==> src/rtl/reflet_vga_rect_fill.sv <==
// Rectangle fill engine for the reflet_VGA bitmap write port.
// Takes one command (two corners, colour, alpha), normalises and clips the
// corners to the bitmap, then streams one pixel write per clock in raster
// order. Every output comes straight from a flop. The pixel outputs trail the
// internal state by one cycle, so done lines up with the first IDLE cycle
// and a new command can be taken while done is high.
`timescale 1ns/1ps

module reflet_vga_rect_fill #(
    parameter int color_depth = 2,
    parameter int h_width     = 7,
    parameter int v_width     = 6,
    parameter int h_max       = 80,
    parameter int v_max       = 60
) (
    input  logic                   clk,
    input  logic                   reset,
    input  logic                   cmd_valid,
    output logic                   cmd_ready,
    input  logic [h_width-1:0]     x0,
    input  logic [h_width-1:0]     x1,
    input  logic [v_width-1:0]     y0,
    input  logic [v_width-1:0]     y1,
    input  logic [color_depth-1:0] R_in,
    input  logic [color_depth-1:0] G_in,
    input  logic [color_depth-1:0] B_in,
    input  logic [color_depth-1:0] a_in,
    output logic                   write_bitmap,
    output logic [h_width-1:0]     h_pixel,
    output logic [v_width-1:0]     v_pixel,
    output logic [color_depth-1:0] R_out,
    output logic [color_depth-1:0] G_out,
    output logic [color_depth-1:0] B_out,
    output logic [color_depth-1:0] a_out,
    output logic                   busy,
    output logic                   done
);

    // Last valid column / row of the bitmap.
    localparam logic [h_width-1:0] H_LAST = h_width'(h_max - 1);
    localparam logic [v_width-1:0] V_LAST = v_width'(v_max - 1);
    localparam logic [h_width-1:0] H_ONE  = {{(h_width-1){1'b0}}, 1'b1};
    localparam logic [v_width-1:0] V_ONE  = {{(v_width-1){1'b0}}, 1'b1};
    localparam logic [h_width-1:0] H_ZERO = {h_width{1'b0}};
    localparam logic [v_width-1:0] V_ZERO = {v_width{1'b0}};
    localparam logic [color_depth-1:0] C_ZERO = {color_depth{1'b0}};

    typedef enum logic [1:0] {
        ST_IDLE   = 2'd0,
        ST_SETUP  = 2'd1,
        ST_DRAW   = 2'd2,
        ST_FINISH = 2'd3
    } state_t;

    state_t state_q, state_d;

    // Latched command (raw corners and colour).
    logic [h_width-1:0]     cx0_q, cx1_q;
    logic [v_width-1:0]     cy0_q, cy1_q;
    logic [color_depth-1:0] cr_q, cg_q, cb_q, ca_q;

    // Clipped bounds used while drawing.
    logic [h_width-1:0] xl_q, xr_q;
    logic [v_width-1:0] yb_q;

    // Raster position, aligned with state_q.
    logic [h_width-1:0] h_q, h_d;
    logic [v_width-1:0] v_q, v_d;

    // Output registers.
    logic                   rdy_q;
    logic                   wr_q;
    logic                   busy_q;
    logic                   done_q;
    logic [h_width-1:0]     hpix_q;
    logic [v_width-1:0]     vpix_q;
    logic [color_depth-1:0] rout_q, gout_q, bout_q, aout_q;

    // Normalised / clipped bounds derived from the latched corners.
    logic [h_width-1:0] xl_s, xr_raw_s, xr_s;
    logic [v_width-1:0] yt_s, yb_raw_s, yb_s;
    logic               empty_s;
    logic               accept_s;

    assign accept_s = cmd_valid && rdy_q;

    // Sort the corners, clip the far edges and flag an off-screen rectangle.
    always_comb begin
        xl_s     = (cx0_q < cx1_q) ? cx0_q : cx1_q;
        xr_raw_s = (cx0_q < cx1_q) ? cx1_q : cx0_q;
        yt_s     = (cy0_q < cy1_q) ? cy0_q : cy1_q;
        yb_raw_s = (cy0_q < cy1_q) ? cy1_q : cy0_q;
        if (xr_raw_s > H_LAST) begin
            xr_s = H_LAST;
        end else begin
            xr_s = xr_raw_s;
        end
        if (yb_raw_s > V_LAST) begin
            yb_s = V_LAST;
        end else begin
            yb_s = yb_raw_s;
        end
        empty_s = (xl_s > H_LAST) || (yt_s > V_LAST);
    end

    // Next-state and raster-position logic.
    always_comb begin
        state_d = state_q;
        h_d     = h_q;
        v_d     = v_q;
        case (state_q)
            ST_IDLE: begin
                if (accept_s) begin
                    state_d = ST_SETUP;
                end else begin
                    state_d = ST_IDLE;
                end
            end
            ST_SETUP: begin
                if (empty_s) begin
                    // Keep the counters in range; nothing will be drawn.
                    state_d = ST_FINISH;
                end else begin
                    h_d     = xl_s;
                    v_d     = yt_s;
                    state_d = ST_DRAW;
                end
            end
            ST_DRAW: begin
                if (h_q == xr_q) begin
                    if (v_q == yb_q) begin
                        state_d = ST_FINISH;
                    end else begin
                        h_d = xl_q;
                        v_d = v_q + V_ONE;
                    end
                end else begin
                    h_d = h_q + H_ONE;
                end
            end
            ST_FINISH: begin
                state_d = ST_IDLE;
            end
            default: begin
                state_d = ST_IDLE;
            end
        endcase
    end

    // State and raster-position registers.
    always_ff @(posedge clk or negedge reset) begin
        if (!reset) begin
            state_q <= ST_IDLE;
            h_q     <= H_ZERO;
            v_q     <= V_ZERO;
        end else begin
            state_q <= state_d;
            h_q     <= h_d;
            v_q     <= v_d;
        end
    end

    // Capture the command on accept so later input changes are ignored.
    always_ff @(posedge clk or negedge reset) begin
        if (!reset) begin
            cx0_q <= H_ZERO;
            cx1_q <= H_ZERO;
            cy0_q <= V_ZERO;
            cy1_q <= V_ZERO;
            cr_q  <= C_ZERO;
            cg_q  <= C_ZERO;
            cb_q  <= C_ZERO;
            ca_q  <= C_ZERO;
        end else if (accept_s) begin
            cx0_q <= x0;
            cx1_q <= x1;
            cy0_q <= y0;
            cy1_q <= y1;
            cr_q  <= R_in;
            cg_q  <= G_in;
            cb_q  <= B_in;
            ca_q  <= a_in;
        end else begin
            cx0_q <= cx0_q;
            cx1_q <= cx1_q;
            cy0_q <= cy0_q;
            cy1_q <= cy1_q;
            cr_q  <= cr_q;
            cg_q  <= cg_q;
            cb_q  <= cb_q;
            ca_q  <= ca_q;
        end
    end

    // Freeze the clipped bounds during SETUP for use by the DRAW walk.
    always_ff @(posedge clk or negedge reset) begin
        if (!reset) begin
            xl_q <= H_ZERO;
            xr_q <= H_ZERO;
            yb_q <= V_ZERO;
        end else if (state_q == ST_SETUP) begin
            xl_q <= xl_s;
            xr_q <= xr_s;
            yb_q <= yb_s;
        end else begin
            xl_q <= xl_q;
            xr_q <= xr_q;
            yb_q <= yb_q;
        end
    end

    // Output stage: strobes and pixel data trail state_q by one cycle.
    always_ff @(posedge clk or negedge reset) begin
        if (!reset) begin
            rdy_q  <= 1'b1;
            wr_q   <= 1'b0;
            busy_q <= 1'b0;
            done_q <= 1'b0;
            hpix_q <= H_ZERO;
            vpix_q <= V_ZERO;
        end else begin
            rdy_q  <= (state_d == ST_IDLE);
            wr_q   <= (state_q == ST_DRAW);
            busy_q <= (state_q == ST_SETUP) || (state_q == ST_DRAW);
            done_q <= (state_q == ST_FINISH);
            hpix_q <= h_q;
            vpix_q <= v_q;
        end
    end

    // Colour outputs are loaded once per command, during SETUP.
    always_ff @(posedge clk or negedge reset) begin
        if (!reset) begin
            rout_q <= C_ZERO;
            gout_q <= C_ZERO;
            bout_q <= C_ZERO;
            aout_q <= C_ZERO;
        end else if (state_q == ST_SETUP) begin
            rout_q <= cr_q;
            gout_q <= cg_q;
            bout_q <= cb_q;
            aout_q <= ca_q;
        end else begin
            rout_q <= rout_q;
            gout_q <= gout_q;
            bout_q <= bout_q;
            aout_q <= aout_q;
        end
    end

    assign cmd_ready    = rdy_q;
    assign write_bitmap = wr_q;
    assign busy         = busy_q;
    assign done         = done_q;
    assign h_pixel      = hpix_q;
    assign v_pixel      = vpix_q;
    assign R_out        = rout_q;
    assign G_out        = gout_q;
    assign B_out        = bout_q;
    assign a_out        = aout_q;

endmodule

==> config.mk <==
export PLATFORM = sky130hd
export DESIGN_NAME = reflet_vga_rect_fill
export DESIGN_NICKNAME = d
export VERILOG_FILES = /design/src/rtl/reflet_vga_rect_fill.sv
export SDC_FILE = /design/constraint.sdc
export NUM_CORES = 1
export LEC_CHECK = 0
export ABC_AREA = 1
export CAP_MARGIN = 15
export CORE_MARGIN = 3
export CORE_UTILIZATION = 45
export CTS_CLUSTER_SIZE = 25
export DETAILED_ROUTE_END_ITERATION = 10
export PLACE_DENSITY_LB_ADDON = 0.1
export SLEW_MARGIN = 40
export SYNTH_ARGS = -nofsm -noshare
export SYNTH_HDL_FRONTEND = slang
export SYNTH_SLANG_ARGS = --single-unit
==> constraint.sdc <==
create_clock -name clk -period 4.85 [get_ports clk]
set_input_delay 0.97 -clock clk [delete_from_list [all_inputs] [get_ports clk]]
set_output_delay 0.97 -clock clk [all_outputs]
set_load 0.02 [all_outputs]
==> impl_results.md <==
- Vias in the first global route: 3429
- Layout cells sized above 1: 11.33%
- Synth cell types: 44
- Family with the most delay on the worst path: buffers and inverters
- Finished layout cell area: 5680 µm²
- Worst-Skew Late Latency: 0.36 ns
- Max cap viols: 0
- Crit path buffers/inverters: 1
- Residual DRC count: 0
- Startpoint Class: register
- Hold crit path type: reg2reg
- Period utilization: 51.62%
- CTS buffer count: 9
- TritonRoute pass-1 iters: 4
- TritonCTS clock tree: done
- Worst-margin pin slew: 0.6106 ns
- Num Clock Sinks: 93
- Core area: 10000 µm²
- Final Power: 4379 µW
- Switch Pwr: 1967 µW
- RSZ-0062 raised after global routing: false
- Leading cell type in the layout, fill and taps excluded: nand2_1
- Power Density: 770.9 nW/µm²
- Min Clock Period, post-route: 2.504 ns
- Layout area overhead: 19.51%
- Commonest cells after routing, fill and taps aside: nand2_1, dfrtp_1, clkdlybuf4s50_1, inv_1, nor2_1
- Clock share of power: 14.1%
- N_diodes: 0
- Final setup viols: 0
- Die Ht: 108.8 µm
- Initial DRC Count: 170
- Die width: 108.8 µm
- Post-Syn Instances: 540
- Post-synthesis sequential area ratio: 48.99%
- Delay of the slowest critical-path stage: 0.61 ns
- EDFF count, synth: 0
- Worst-path maximum fanout: 2
- Top_reg_cell synth: dfrtp_1
- Clock buffer depth: 2
- Effective utilization at floorplan: 47.54%
- Post-Syn Nets: 594
- Max Fclk: 0.3994 GHz
- Final TNS setup: 0 ns
- Worst path cell trace: clkdlybuf4s50_1
- WL per Instance: 13.15 µm
- Finished Core Util: 56.81%
- Hold Buf Count CTS: 0
- Yosys reg bits: 93
- Initial antenna violation count: 0
- I/O pin count: 62
- Hold Vio Cnt, Final: 0
- Syn_area_per_cell: 8.802 µm²
- Synth Warn #: 0
- Quantity of I/O buffers inserted on ports: 61
- DP Area: 5436 µm²
- P_leak: 0.002702 µW
- Internal: 2412 µW
- Sw Ratio: 44.93%
- CP endpoint kind: output port
- Antenna viol nets, final: 0
- Setup bufs post-CTS: 0
- Slew Limit Fails: 0
- GRT Total Usage: 17.61%
- Die area: 11830 µm²
- Worst Clk Skew: 0.008130 ns
- Row count: 36
- CP max stage cell: clkdlybuf4s50_1
- Gr ovfl total: 0
- CP Class: reg2out
- First-pass GRT wire length: 16400 µm
- Asr flop ratio synth: 100.0%
- Hpwl dp: 6904 µm
- Reg power frac: 32.3%
- Final wirelength: 9637 µm
- Combinational power share: 53.6%
- Root Driver: clkbuf_8
- Post-CTS sizing: 0
- Clock-pin transition on the worst setup and hold timing paths: 0.09 ns
- Vias: 3598
- Synthesized area: 4753 µm²
- Peak supply drop: 0.3105 mV
- Status: completed
- Rel. slew slack: 59.29%
- CTS H-tree depth: 3
- Vias per inst: 4.909
- Worst Path Arrival: 1.53 ns
- Worst EP required: 3.88 ns
- Final GP Congestion: 0.8191
- Largest net degree at the start of global routing: 57
- Nets: 649
==> final cells by class <==
cell class,instances,area [µm²]
inverters,50,187.7
clock buffers,13,178.9
repair buffers,64,630.6
well taps,133,166.4
fillers,950,4319
multi-input cells,377,2123
clock inverters,3,65.06
flip-flops and latches,93,2328
==> Yosys cell counts, types with 5 or more instances <==
cell      number  share of area [%]
ha_1          17                4.5
nand2_2        8                1.1
nand3_1       22                2.3
o22ai_1        5               0.66
xnor2_1        5               0.92
nor2_1        37                2.9
o21ai_1        5               0.53
mux2_2        13                3.1
inv_1         46                3.6
dfrtp_1       92                 48
o21ai_0       33                3.5
nand4_1        8                1.1
nand2_1      144                 11
clkbuf_1      13                1.0
xor2_1         5               0.92
a21oi_1       34                3.6
==> flip-flops by register name (all words and copies together) (netlist names), 6 cells and up <==
signal and cells:
cx0_q 7, cx1_q 7, cy0_q 6, cy1_q 6, h_pixel 7, h_q 7, v_pixel 6, v_q 6
xl_q 7, xr_q 7, yb_q 6
==> per-stage QoR <==
step | cells | setup slack [ns] | hold WS (ns)
global route | 733 | 2.132 | 0.4729
CTS | 733 | 2.319 | 0.4596
detailed placement | 717 | 2.423 | 0.4398
finish | 733 | 2.346 | 0.4592
global placement | 717 | 2.171 | 0.4309
floorplan | 540 | 2.917 | 0.3745
==> cell families (layout without fill, tap and decap cells) <==
| family | after synthesis | in the layout | share of synthesized area, % |
|---|---|---|---|
| AND/OR/NAND/NOR | 242 | 242 | 23.59 |
| flip-flops | 93 | 93 | 48.99 |
| AO/OA/AOI/OAI | 91 | 91 | 10.69 |
| buffers and inverters | 70 | 130 | 6.502 |
| adder cells (fa/ha/maj) | 17 | 17 | 4.475 |
| multiplexers | 17 | 17 | 3.922 |
| XOR/XNOR | 10 | 10 | 1.843 |
==> path summary, 6_finish.rpt <==
check,slack (ns),to,from,cells past startpoint
max,2.35,cmd_ready,cmd_ready$_DFF_PN1_,1
min,0.46,v_pixel[5]$_DFF_PN0_,v_q[5]$_DFFE_PN0P_,0
max reg2reg,2.42,h_q[0]$_DFFE_PN0P_,state_q[0]$_DFF_PN0_,8
min reg2reg,0.46,v_pixel[5]$_DFF_PN0_,v_q[5]$_DFFE_PN0P_,0
max in group asynchronous,3.22,xl_q[0]$_DFFE_PN0N_,reset,2
min in group asynchronous,0.60,h_pixel[4]$_DFF_PN0_,reset,1
==> metal layers <==
| metal | part of all wire, % | global-route usage [%] | routed length [µm] | vias up |
|---|---|---|---|---|
| li1 | - | - | - | 1866 |
| met1 | 50 | 25.23 | 4827 | 1643 |
| met2 | 43 | 26.04 | 4166 | 77 |
| met3 | 4.9 | 3.789 | 473 | 12 |
| met4 | 1.8 | 7.033 | 170 | 0 |
| met5 | 0 | 0 | 0 | - |
==> power by group through the flow <==
stage	Clock (µW)	Combinational, µW	Sequential [µW]
2_1_floorplan	0	1740	1480
3_3_place_gp	0	2310	1420
3_5_place_dp	0	2360	1430
4_1_cts	631	2370	1420
5_1_grt	662	2670	1470
6_report	615	2350	1420
No activity file was read; power rests on OpenSTA's default activity.
